File: src/rtl/gray_fifo_bridge_if.sv
// gray_fifo_bridge_if
//   Groups the upstream (first-word-fall-through read side) and downstream
//   (write side) FIFO handshake signals used by gray_fifo_bridge.
//   master modport: the bridge (pops upstream, pushes downstream).
//   slave  modport: the FIFOs / environment around the bridge.
//
//   in_dout   [23:0] RGB pixel from upstream FIFO, R[23:16] G[15:8] B[7:0]
//   in_empty         upstream FIFO empty
//   in_rd_en         pop upstream FIFO
//   out_din   [7:0]  grayscale pixel to downstream FIFO
//   out_full         downstream FIFO full
//   out_wr_en        push downstream FIFO
interface gray_fifo_bridge_if;
    logic [23:0] in_dout;
    logic        in_empty;
    logic        in_rd_en;
    logic [7:0]  out_din;
    logic        out_full;
    logic        out_wr_en;

    modport master (
        input  in_dout,
        input  in_empty,
        input  out_full,
        output in_rd_en,
        output out_din,
        output out_wr_en
    );

    modport slave (
        output in_dout,
        output in_empty,
        output out_full,
        input  in_rd_en,
        input  out_din,
        input  out_wr_en
    );
endinterface

File: src/rtl/gray_fifo_bridge.sv
// gray_fifo_bridge
//   Pops RGB pixels from a first-word-fall-through FIFO, converts each to an
//   8-bit grayscale value and pushes it into a downstream FIFO. One pixel per
//   two clocks at best; back-pressure holds the pixel with no loss. Counts
//   pixels written per frame and pulses frame_done after the last one.
//
//   Build option: define GRAYSCALE_LUMA_EN for weighted luma
//   (77R + 150G + 29B) >> 8; otherwise the plain average (R + G + B) / 3.
//
//   Ports
//     clock        single clock
//     reset        asynchronous, active-high
//     fifo         gray_fifo_bridge_if.master handshake bundle
//     pixel_count  pixels written in the current frame
//     frame_done   one-cycle pulse after the last pixel of a frame
//
//   state   | meaning
//   --------+----------------------------------------------------------
//   S_READ  | waiting for upstream data; pops and latches when non-empty
//   S_WRITE | holding rgb_reg; pushes its grayscale when downstream ready
module gray_fifo_bridge #(
    parameter int FRAME_PIXELS = 388800,
    parameter int CNT_WIDTH    = 20
) (
    input  logic                 clock,
    input  logic                 reset,
    gray_fifo_bridge_if.master   fifo,
    output logic [CNT_WIDTH-1:0] pixel_count,
    output logic                 frame_done
);

    typedef enum logic {
        S_READ  = 1'b0,
        S_WRITE = 1'b1
    } state_t;

    localparam logic [CNT_WIDTH-1:0] LAST_PIXEL = CNT_WIDTH'(FRAME_PIXELS - 1);

    state_t      state;
    logic [23:0] rgb_reg;
    logic [7:0]  red;
    logic [7:0]  green;
    logic [7:0]  blue;
    logic [7:0]  gray;

    assign red   = rgb_reg[23:16];
    assign green = rgb_reg[15:8];
    assign blue  = rgb_reg[7:0];

`ifdef GRAYSCALE_LUMA_EN
    // Weights sum to 256, so 255 * 256 is the largest value: fits 16 bits.
    logic [15:0] luma_sum;
    always_comb begin
        luma_sum = 16'd77  * {8'h00, red}
                 + 16'd150 * {8'h00, green}
                 + 16'd29  * {8'h00, blue};
        gray     = 8'(luma_sum >> 8);
    end
`else
    logic [9:0] avg_sum;
    always_comb begin
        avg_sum = {2'b00, red} + {2'b00, green} + {2'b00, blue};
        gray    = 8'(avg_sum / 10'd3);
    end
`endif

    assign fifo.out_din = gray;

    // Handshakes are combinational on the FIFO flags so a pop and the
    // following push are back to back; reset forces both low.
    always_comb begin
        fifo.in_rd_en  = !reset && (state == S_READ)  && !fifo.in_empty;
        fifo.out_wr_en = !reset && (state == S_WRITE) && !fifo.out_full;
    end

    always_ff @(posedge clock or posedge reset) begin
        if (reset) begin
            state       <= S_READ;
            rgb_reg     <= '0;
            pixel_count <= '0;
            frame_done  <= 1'b0;
        end else begin
            frame_done <= 1'b0;
            case (state)
                S_READ: begin
                    if (!fifo.in_empty) begin
                        rgb_reg <= fifo.in_dout;
                        state   <= S_WRITE;
                    end
                end
                S_WRITE: begin
                    if (!fifo.out_full) begin
                        state <= S_READ;
                        if (pixel_count == LAST_PIXEL) begin
                            pixel_count <= '0;
                            frame_done  <= 1'b1;
                        end else begin
                            pixel_count <= pixel_count + CNT_WIDTH'(1);
                        end
                    end
                end
            endcase
        end
    end

endmodule

File: src/flat_wrapper.sv
// flat-port wrapper written by rule: the top's interface ports become plain ports
module gray_fifo_bridge_flat 
#(
    parameter int FRAME_PIXELS = 388800,
    parameter int CNT_WIDTH    = 20
)
  (clock, reset, pixel_count, frame_done, fifo_in_dout, fifo_in_empty, fifo_out_full, fifo_in_rd_en, fifo_out_din, fifo_out_wr_en);
  gray_fifo_bridge_if fifo_i ();
  input  logic clock;
  input  logic reset;
  output logic [CNT_WIDTH-1:0] pixel_count;
  output logic frame_done;
  input wire logic [$bits(fifo_i.in_dout)-1:0] fifo_in_dout;
  input wire logic [$bits(fifo_i.in_empty)-1:0] fifo_in_empty;
  input wire logic [$bits(fifo_i.out_full)-1:0] fifo_out_full;
  output wire logic [$bits(fifo_i.in_rd_en)-1:0] fifo_in_rd_en;
  output wire logic [$bits(fifo_i.out_din)-1:0] fifo_out_din;
  output wire logic [$bits(fifo_i.out_wr_en)-1:0] fifo_out_wr_en;
  assign fifo_i.in_dout = fifo_in_dout;
  assign fifo_i.in_empty = fifo_in_empty;
  assign fifo_i.out_full = fifo_out_full;
  assign fifo_in_rd_en = fifo_i.in_rd_en;
  assign fifo_out_din = fifo_i.out_din;
  assign fifo_out_wr_en = fifo_i.out_wr_en;
  gray_fifo_bridge #(.FRAME_PIXELS(FRAME_PIXELS), .CNT_WIDTH(CNT_WIDTH)) u_core (.clock(clock), .reset(reset), .fifo(fifo_i), .pixel_count(pixel_count), .frame_done(frame_done));
endmodule
File: config.mk
export PLATFORM = sky130hd
export DESIGN_NAME = gray_fifo_bridge_flat
export DESIGN_NICKNAME = d
export VERILOG_FILES = /design/src/rtl/gray_fifo_bridge_if.sv /design/src/rtl/gray_fifo_bridge.sv /design/src/flat_wrapper.sv
export SDC_FILE = /design/constraint.sdc
export NUM_CORES = 1
export LEC_CHECK = 0
export ABC_CLOCK_PERIOD_IN_PS = 8520
export CAP_MARGIN = 20
export CORE_MARGIN = 2
export CORE_UTILIZATION = 25
export CTS_BUF_LIST = sky130_fd_sc_hd__clkbuf_8
export CTS_CLUSTER_DIAMETER = 50
export DETAILED_ROUTE_END_ITERATION = 7
export MAX_ROUTING_LAYER = met4
export PLACE_DENSITY = 0.5
export SLEW_MARGIN = 10
export SYNTH_ARGS = -nofsm -noshare
export SYNTH_HDL_FRONTEND = slang
export SYNTH_SLANG_ARGS = --single-unit
export TNS_END_PERCENT = 100
File: constraint.sdc
create_clock -name clock -period 8.52 [get_ports clock]
set_clock_uncertainty 0.1 [all_clocks]
set_input_delay 1.704 -clock clock [delete_from_list [all_inputs] [get_ports clock]]
set_output_delay 1.704 -clock clock [all_outputs]
set_load 0.02 [all_outputs]
# Word-level counts from Yosys, hierarchy flattened
# Cells that the tools add are included.
# classes
n_addsub	3
reduce_logical	9
n_mux	7
n_eq_ne	1
n_bitwise	3
div_mod_pow	1
# op_table
op	count
adder 20 x 1 -> 20 bit, second input constant	1
equality test 20 x 19 -> 1 bit, second input constant	1
2-to-1 mux 20 bit	1
adder 10 x 8 -> 10 bit	1
divider 10 x 2 -> 10 bit, second input constant	1
adder 8 x 8 -> 9 bit	1
2-to-1 mux 1 bit	5
logical AND 1 bit	4
AND reduction 2 bit	2
logical NOT 1 bit	3
inverter 1 bit	3
one-hot mux 1 bit (2 select lines)	1
# totals
reg_bits	46
output_inout_bits	31
in_bits	28
elab_cells	28

# Depth between registers and ports, before layout
# Gate-level depths: netlist (run 1).
# depth
word_depth	4
mapped_depth	27
ltp_nobuf	25

# Worst setup path before layout (run 1)
# OpenSTA, ideal clock, no wires.
# synth_path
path_kind	reg-to-output
start	register u_core.rgb_reg[8]
end	output port fifo_out_din[0]
t_required_ns	6.716
path_slack_ns	1.650
arrival_time_ns	5.066
n_path_buf	1
path_stages_with_launch	26
cell_sequence	dfrtp_1 -> ha_1 -> inv_1 -> fa_1 -> nor2b_1 -> o2111ai_1 -> nand2_1 -> nor2_1 -> xnor2_1 -> ha_1 -> or3_1 -> o32ai_1 -> a21oi_1 -> a32o_1 -> or2_1 -> buf_2 -> o311ai_1 -> a2bb2oi_1 -> nand2_1 -> a21o_1 -> xnor2_1 -> ha_1 -> a21oi_1 -> o21ai_0 -> a21oi_1 -> a31oi_1
# synth_via
elab_chain_len	3
# synth_lines
element	line_no	text
start, declared	gray_fifo_bridge.sv:40	logic [23:0] rgb_reg;
start signal, assigned	gray_fifo_bridge.sv:87	rgb_reg <= fifo.in_dout;
adder 8 x 8 -> 9 bit	gray_fifo_bridge.sv:62	avg_sum = {2'b00, red} + {2'b00, green} + {2'b00, blue};
adder 10 x 8 -> 10 bit	gray_fifo_bridge.sv:62	
divider 10 x 2 -> 10 bit	gray_fifo_bridge.sv:63	gray = 8'(avg_sum / 10'd3);
end, declared	flat_wrapper.sv:17	output wire logic [$bits(fifo_i.out_din)-1:0] fifo_out_din;
# Every way passes these cells.

# Worst setup path in the final report (run 1)
# Ends and elaborated chain as after synthesis.

==> run summary, run 1 <==
- **outcome** finished, final reports clean
- **antenna violations before repair** 0
- **die height** 122 um
- **count of buffers added by post-CTS timing repair for setup** 0
- **compound-gate portion of the synthesized area** 20.5%
- **number of buffers inserted by port buffering** 58
- **vias in the first global route** 2893
- **flip-flop count of the largest register after layout** 24
- **top library cells by usage in the layout, fill and taps aside** clkdlybuf4s50_1 (58), dfrtp_1 (46), nor2_1 (43)
- **Die X-Extent** 122 um
- **GRT Residual Overflow** 0
- **net count of the mapped netlist** 419
- **area share of fa/ha/maj cells after synthesis** 7.96%
- **Area Overhead vs Synth** 26.1%
- **synth top area cells** dfrtp_1 (33%), mux2_2 (7.1%), ha_1 (6.8%)
- **largest driver fanout on the critical path** 7
- **global placement routability congestion** 0.839
- **Num CTS Buffers** 5
- **post-synth design cell area** 3490 um2
- **transition at the pin with the smallest max-transition slack** 762 ps
- **H-tree levels** 2
- **initial DRC count** 178
- **unrepaired setup endpoints after global routing** no
- **NumNets Final** 476
- **Die Footprint** 14900 um2
- **Ys Warns** 0
- **final-report max-slew violation count** 0
- **MaxCap Viol Count** 0
- **Floorplan Core Area** 13800 um2
- **final total negative setup slack** 0 ps
- **Worst setup EP type** output pin
- **half-perimeter wire length after placement** 6530 um
- **count of standard-cell rows** 43
- **worst hold-check path type** flip-flop to flip-flop
- **clock tree from TritonCTS** done
- **total I/O pin count** 59
- **Post-synth ARST share** 100%
- **Synth cell types** 73
- **number of enable flip-flop cells after synthesis** 0
- **source-to-sink clock delay at the later pin of the worst-skew pair** 300 ps
- **dominant combinational cell family by area after synthesis** compound AO/OA/AOI/OAI gates
- **sink count of the clock tree** 46
- **commonest non-fill, non-tap cell in the layout** clkdlybuf4s50_1
- **drc violations** 0
- **ratio of cells with drive above 1 in the final layout** 13.8%
- **share of the synthesized area in the top cell type** 33.0%
- **Fin. Hold Viols** 0
- **share of synthesized area occupied by flip-flops and latches** 33.0%
- **crit path time final** 7870 ps
- **peak clock frequency supported by timing** 127 MHz
- **final antenna-violating net count** 0
- **global-route wire length before repair** 14400 um
- **post-DR vias/cell** 4.88
- **required time of the critical path** 6720 ps
- **clk root buf** clkbuf_8
- **CP Data Arrival Time** 6060 ps
- **share of the cycle needed by the critical path after routing** 92.3%
- **Max transition margin** 49.0%
- **hold wc startpoint** u_core.pixel_count[19]
- **DRT Pass-1 Iters** 4
- **mean instance size in the synthesized netlist** 9.43 um2
- **post-synthesis cell count** 370
- **maximum number of pins on one net before global-route repair** 48
- **via count** 2964
- **initial core utilization** 25.3%
- **wirelength, routed** 8510 um
- **Setup Viol. Count Final** 0
- **filler cell count in the final layout** 1493
- **register bit count reported by yosys** 46
- **gr usage total** 12.4%
- **Inserted Diodes** 0
- **footprint of the flip-flops and latches** 1150 um2
- **Post-Synth Simple-Gate Area** 18.8%
- **crit path from** u_core.rgb_reg[8]
- **combined area of the multi-input logic cells** 2270 um2
- **routed wire length per instance** 14.0 um
- **clock transition time at the flip-flop clock pins of the worst setup and hold paths** 80 ps
- **largest buffer count on any clock path** 2
- **number of buffers inserted for hold repair after clock tree synthesis** 0
- **crit start category** flip-flop
- **Synth area leader** dfrtp_1
- **post-cts sizing count** 0
- **Reg-to-Reg Start** u_core.state
- **share of synthesized area spent on multiplexers** 8.32%
- **most frequently used flop master after synthesis** dfrtp_1
- **type of the worst setup path** flip-flop to output pin
- **share of the synthesized netlist area taken by xor and xnor gates** 9.04%
-- per-stage QoR --
stage | instances | instance area, um2 | hold WS [ps] | utilization (%) | setup slack [ps]
after floorplan | 370 | 3490 | 385 | - | 1650
after global placement | 599 | 4280 | 394 | 31.1 | 1070
after detailed placement | 599 | 4280 | 396 | 31.1 | 916
after CTS | 607 | 4370 | 411 | 31.7 | 556
after global routing | 608 | 4400 | 436 | 31.9 | 67.7
final | 608 | 4400 | 412 | 31.9 | 654
-- critical path, stage by stage (launching register included) --
cell and delay (ps):
dfrtp_1 380, ha_1 210, inv_1 70, fa_1 400, inv_1 110, ha_1 260, a211oi_4 320, nor2_1 150
o41ai_1 500, nor4b_1 160, o31a_4 420, nor3_4 370, mux2i_4 340, a2bb2oi_1 240, nand2_1 140, a21o_1 200
xnor2_1 130, ha_1 310, a21oi_1 50, o21ai_0 160, a21oi_1 80, a31oi_1 150, clkdlybuf4s50_1 620
-- cell type report --
cell class              count  area share, %
clock buffers               6           1.88
clock inverters             2          0.199
inverters                   8          0.683
multi-input cells         303           51.6
flip-flops and latches     46           26.2
well taps                 180           5.12
repair buffers             63           14.3
-- kinds of logic (layout without fill, tap and decap cells) --
group                      after synthesis  after routing
and+or+nand+nor                        131            131
AOI/OAI and AO/OA                       90             90
DFF                                     46             46
xor gates and xnor gates                36             36
muxes                                   25             25
adders and majority gates               21             21
buffers and inverters                   21             79
-- synthesized netlist by cell type, types with 3 or more instances --
library cell	instances
dfrtp_1	46
nor2_1	44
nand2_1	28
xnor2_1	24
mux2_2	22
ha_1	19
a21oi_1	17
nand3_1	13
o21ai_0	12
xor2_1	12
clkbuf_1	10
nor3_1	9
a21o_1	8
inv_1	8
nand4_1	7
and3_1	6
a31oi_1	3
and2_1	3
nor4b_1	3
o2111ai_1	3
o211ai_1	3
o21a_1	3
o21bai_1	3
o22ai_1	3
-- worst paths after layout --
path                       slack (ps)  cells after the start                endpoint
setup / recovery                  650                     22         fifo_out_din[0]
hold / removal                    410                      1  u_core.pixel_count[19]
setup reg to reg                 6170                      5   u_core.pixel_count[6]
hold reg to reg                   410                      1  u_core.pixel_count[19]
max in group asynchronous        6290                      3      u_core.rgb_reg[13]
min in group asynchronous        1560                      2            u_core.state
-- metal layers --
metal	vias up	global-route usage [%]	share of wire (%)
li1	1470	-	-
met3	10	2.76	5.6
met5	-	-	0
met4	0	3.66	1.4
met1	1410	16.2	46
met2	74	19.2	47
Power of run 1 is not shown: default switching activity piles up to over one toggle a cycle in this logic, so the estimate is an artifact.
==> inputs of run 2 (changes only) <==
Settings changed: CORE_UTILIZATION 25 to 45, CTS_CLUSTER_DIAMETER 50 to 30, PLACE_DENSITY 0.5 to 0.75.
==> run 2 against run 1 <==
First-iteration DRC count down 11%. Maximum frequency down 1.8%. Sequential cell count unchanged. Sequential share of layout area up 0.81 points.
==> run summary, run 2 (same netlist as run 1, synthesis figures left out) <==
- **outcome** finished, final reports clean
- **Fin. Hold Viols** 0, unchanged
- **Inserted Diodes** 0, unchanged
- **global placement routability congestion** 0.932, +11%
- **unrepaired setup endpoints after global routing** no
- **crit start category** flip-flop
- **Worst setup EP type** output pin
- **drc violations** 0, unchanged
- **source-to-sink clock delay at the later pin of the worst-skew pair** 300 ps, about the same
- **Crit path largest cell delay** 620 ps, about the same
- **antenna violations before repair** 0, unchanged
- **DRT Pass-1 Iters** 4, unchanged
- **peak clock frequency supported by timing** 125 MHz, -1.8%
- **H-tree levels** 2, unchanged
- **transition at the pin with the smallest max-transition slack** 939 ps, +177 ps
- **maximum number of pins on one net before global-route repair** 48, unchanged
- **number of buffers inserted for hold repair after clock tree synthesis** 0, unchanged
- **gr usage total** 20.1%, +7.7 points
- **crit path time final** 8010 ps, +141 ps
- **buffers and inverters on the worst path** 2, -1
- **Reg-to-Reg Start** u_core.state
- **count of buffers added by post-CTS timing repair for setup** 0, unchanged
- **type of the worst setup path** flip-flop to output pin
- **largest driver fanout on the critical path** 8, +1
- **cell count of the worst reg-to-reg path** 5, unchanged
- **cell at the slowest stage of the critical path** clkdlybuf4s50_1
- **hold wc startpoint** u_core.rgb_reg[0]
- **Floorplan Core Area** 7610 um2, -45%
- **crit path from** u_core.rgb_reg[8]
- **commonest non-fill, non-tap cell in the layout** clkdlybuf4s50_1
- **post-route core utilization** 56.1%, +24 points
- **total instance count after detailed placement** 520, -13%
- **via count** 3000, +1.2%
- **cell area reported after detailed placement** 4170 um2, -2.5%
- **worst hold-check path type** flip-flop to flip-flop
- **Setup Viol. Count Final** 0, unchanged
- **required time of the critical path** 6720 ps, about the same
- **Max transition margin** 37.3%, -12 points
- **final total negative setup slack** 0 ps, unchanged
- **clock tree from TritonCTS** done
- **routed wire length per instance** 15.0 um, +6.9%
- **clk root buf** clkbuf_8
- **sink count of the clock tree** 46, unchanged
- **share of the cycle needed by the critical path after routing** 94.0%, +1.7 points
- **total I/O pin count** 59, unchanged
- **number of buffers inserted by port buffering** 58, unchanged
- **final antenna-violating net count** 0, unchanged
- **top library cells by usage in the layout, fill and taps aside** clkdlybuf4s50_1 (58), dfrtp_1 (46), nor2_1 (43)
- **NumNets Final** 474, -0.42%
- **ratio of cells with drive above 1 in the final layout** 12.9%, -0.87 points
- **Num CTS Buffers** 5, unchanged
- **post-DR vias/cell** 5.68, +17%
- **filler cell count in the final layout** 690, -54%
- **Top delay family on crit path** compound AO/OA/AOI/OAI gates
- **count of standard-cell rows** 32, -26%
- **initial DRC count** 159, -11%
- **Die Footprint** 8480 um2, -43%
- **half-perimeter wire length after placement** 5920 um, -9.2%
- **post-cts sizing count** 0, unchanged
- **global-route wire length before repair** 13600 um, -5.4%
- **final cell count without fillers** 528, -13%
- **flop-to-flop setup slack** 6270 ps, +100 ps
- **Die X-Extent** 92.1 um, -25%
- **clock transition time at the flip-flop clock pins of the worst setup and hold paths** 90 ps, about the same
- **GRT Residual Overflow** 0, unchanged
- **Hold Path Sink** u_core.rgb_reg[0]
- **flip-flop count of the largest register after layout** 24, unchanged
- **CP Data Arrival Time** 6200 ps, +140 ps
- **Area Overhead vs Synth** 22.3%
- **Crit Reg-Reg Endpoint** u_core.pixel_count[3]
- **wirelength, routed** 7900 um, -7.2%
- **die height** 92.1 um, -25%
- **final design area excluding fillers** 4270 um2, -3.0%
- **vias in the first global route** 3002, +3.8%
- **MaxCap Viol Count** 0, unchanged
- **largest buffer count on any clock path** 2, unchanged
- **initial core utilization** 45.9%, +21 points
- **final-report max-slew violation count** 0, unchanged
- **number of instances on the worst hold path** 1, unchanged
==> run 2: layout make-up <==
class | count | area [um2] | area share (%)
well taps | 102 | 128 | 2.99
clock inverters | 2 | 12.5 | 0.293
repair buffers | 61 | 603 | 14.1
clock buffers | 6 | 82.6 | 1.94
inverters | 8 | 30.0 | 0.704
multi-input cells | 303 | 2260 | 53.0
flip-flops and latches | 46 | 1150 | 27.0
==> run 2: through the flow <==
stage	setup slack, ps	hold WS [ps]
6_report	513	418
5_1_grt	44.9	443
4_1_cts	547	421
3_5_place_dp	936	404
3_3_place_gp	1190	394
2_1_floorplan	1650	385
==> run 2: worst max-delay path by stage <==
stage	to	slack, ps	cells after the start
final	fifo_out_din[0]	510	25
after global placement	fifo_out_din[0]	1190	25
after floorplan	fifo_out_din[0]	1650	25
after global routing	fifo_out_din[0]	40	25
after CTS	fifo_out_din[0]	550	25
after detailed placement	fifo_out_din[0]	940	25
==> run 2: routing by layer <==
metal	global-route usage, %	vias to the layer above	share of wire [%]
met5	-	-	0
met4	5.22	0	1.0
met3	4.52	11	5.6
met2	33.7	97	49
met1	24.6	1431	45
li1	-	1461	-
Power of run 2 is left out for the same reason.
==> inputs of run 3 (changes only) <==
Settings changed: CORE_UTILIZATION 45 to 25, PLACE_DENSITY 0.75 to 0.5.
==> results of run 3 <==
No change in the layout: final DEF, timing and power equal those of run 1.
Power of run 3 is left out for the same reason.
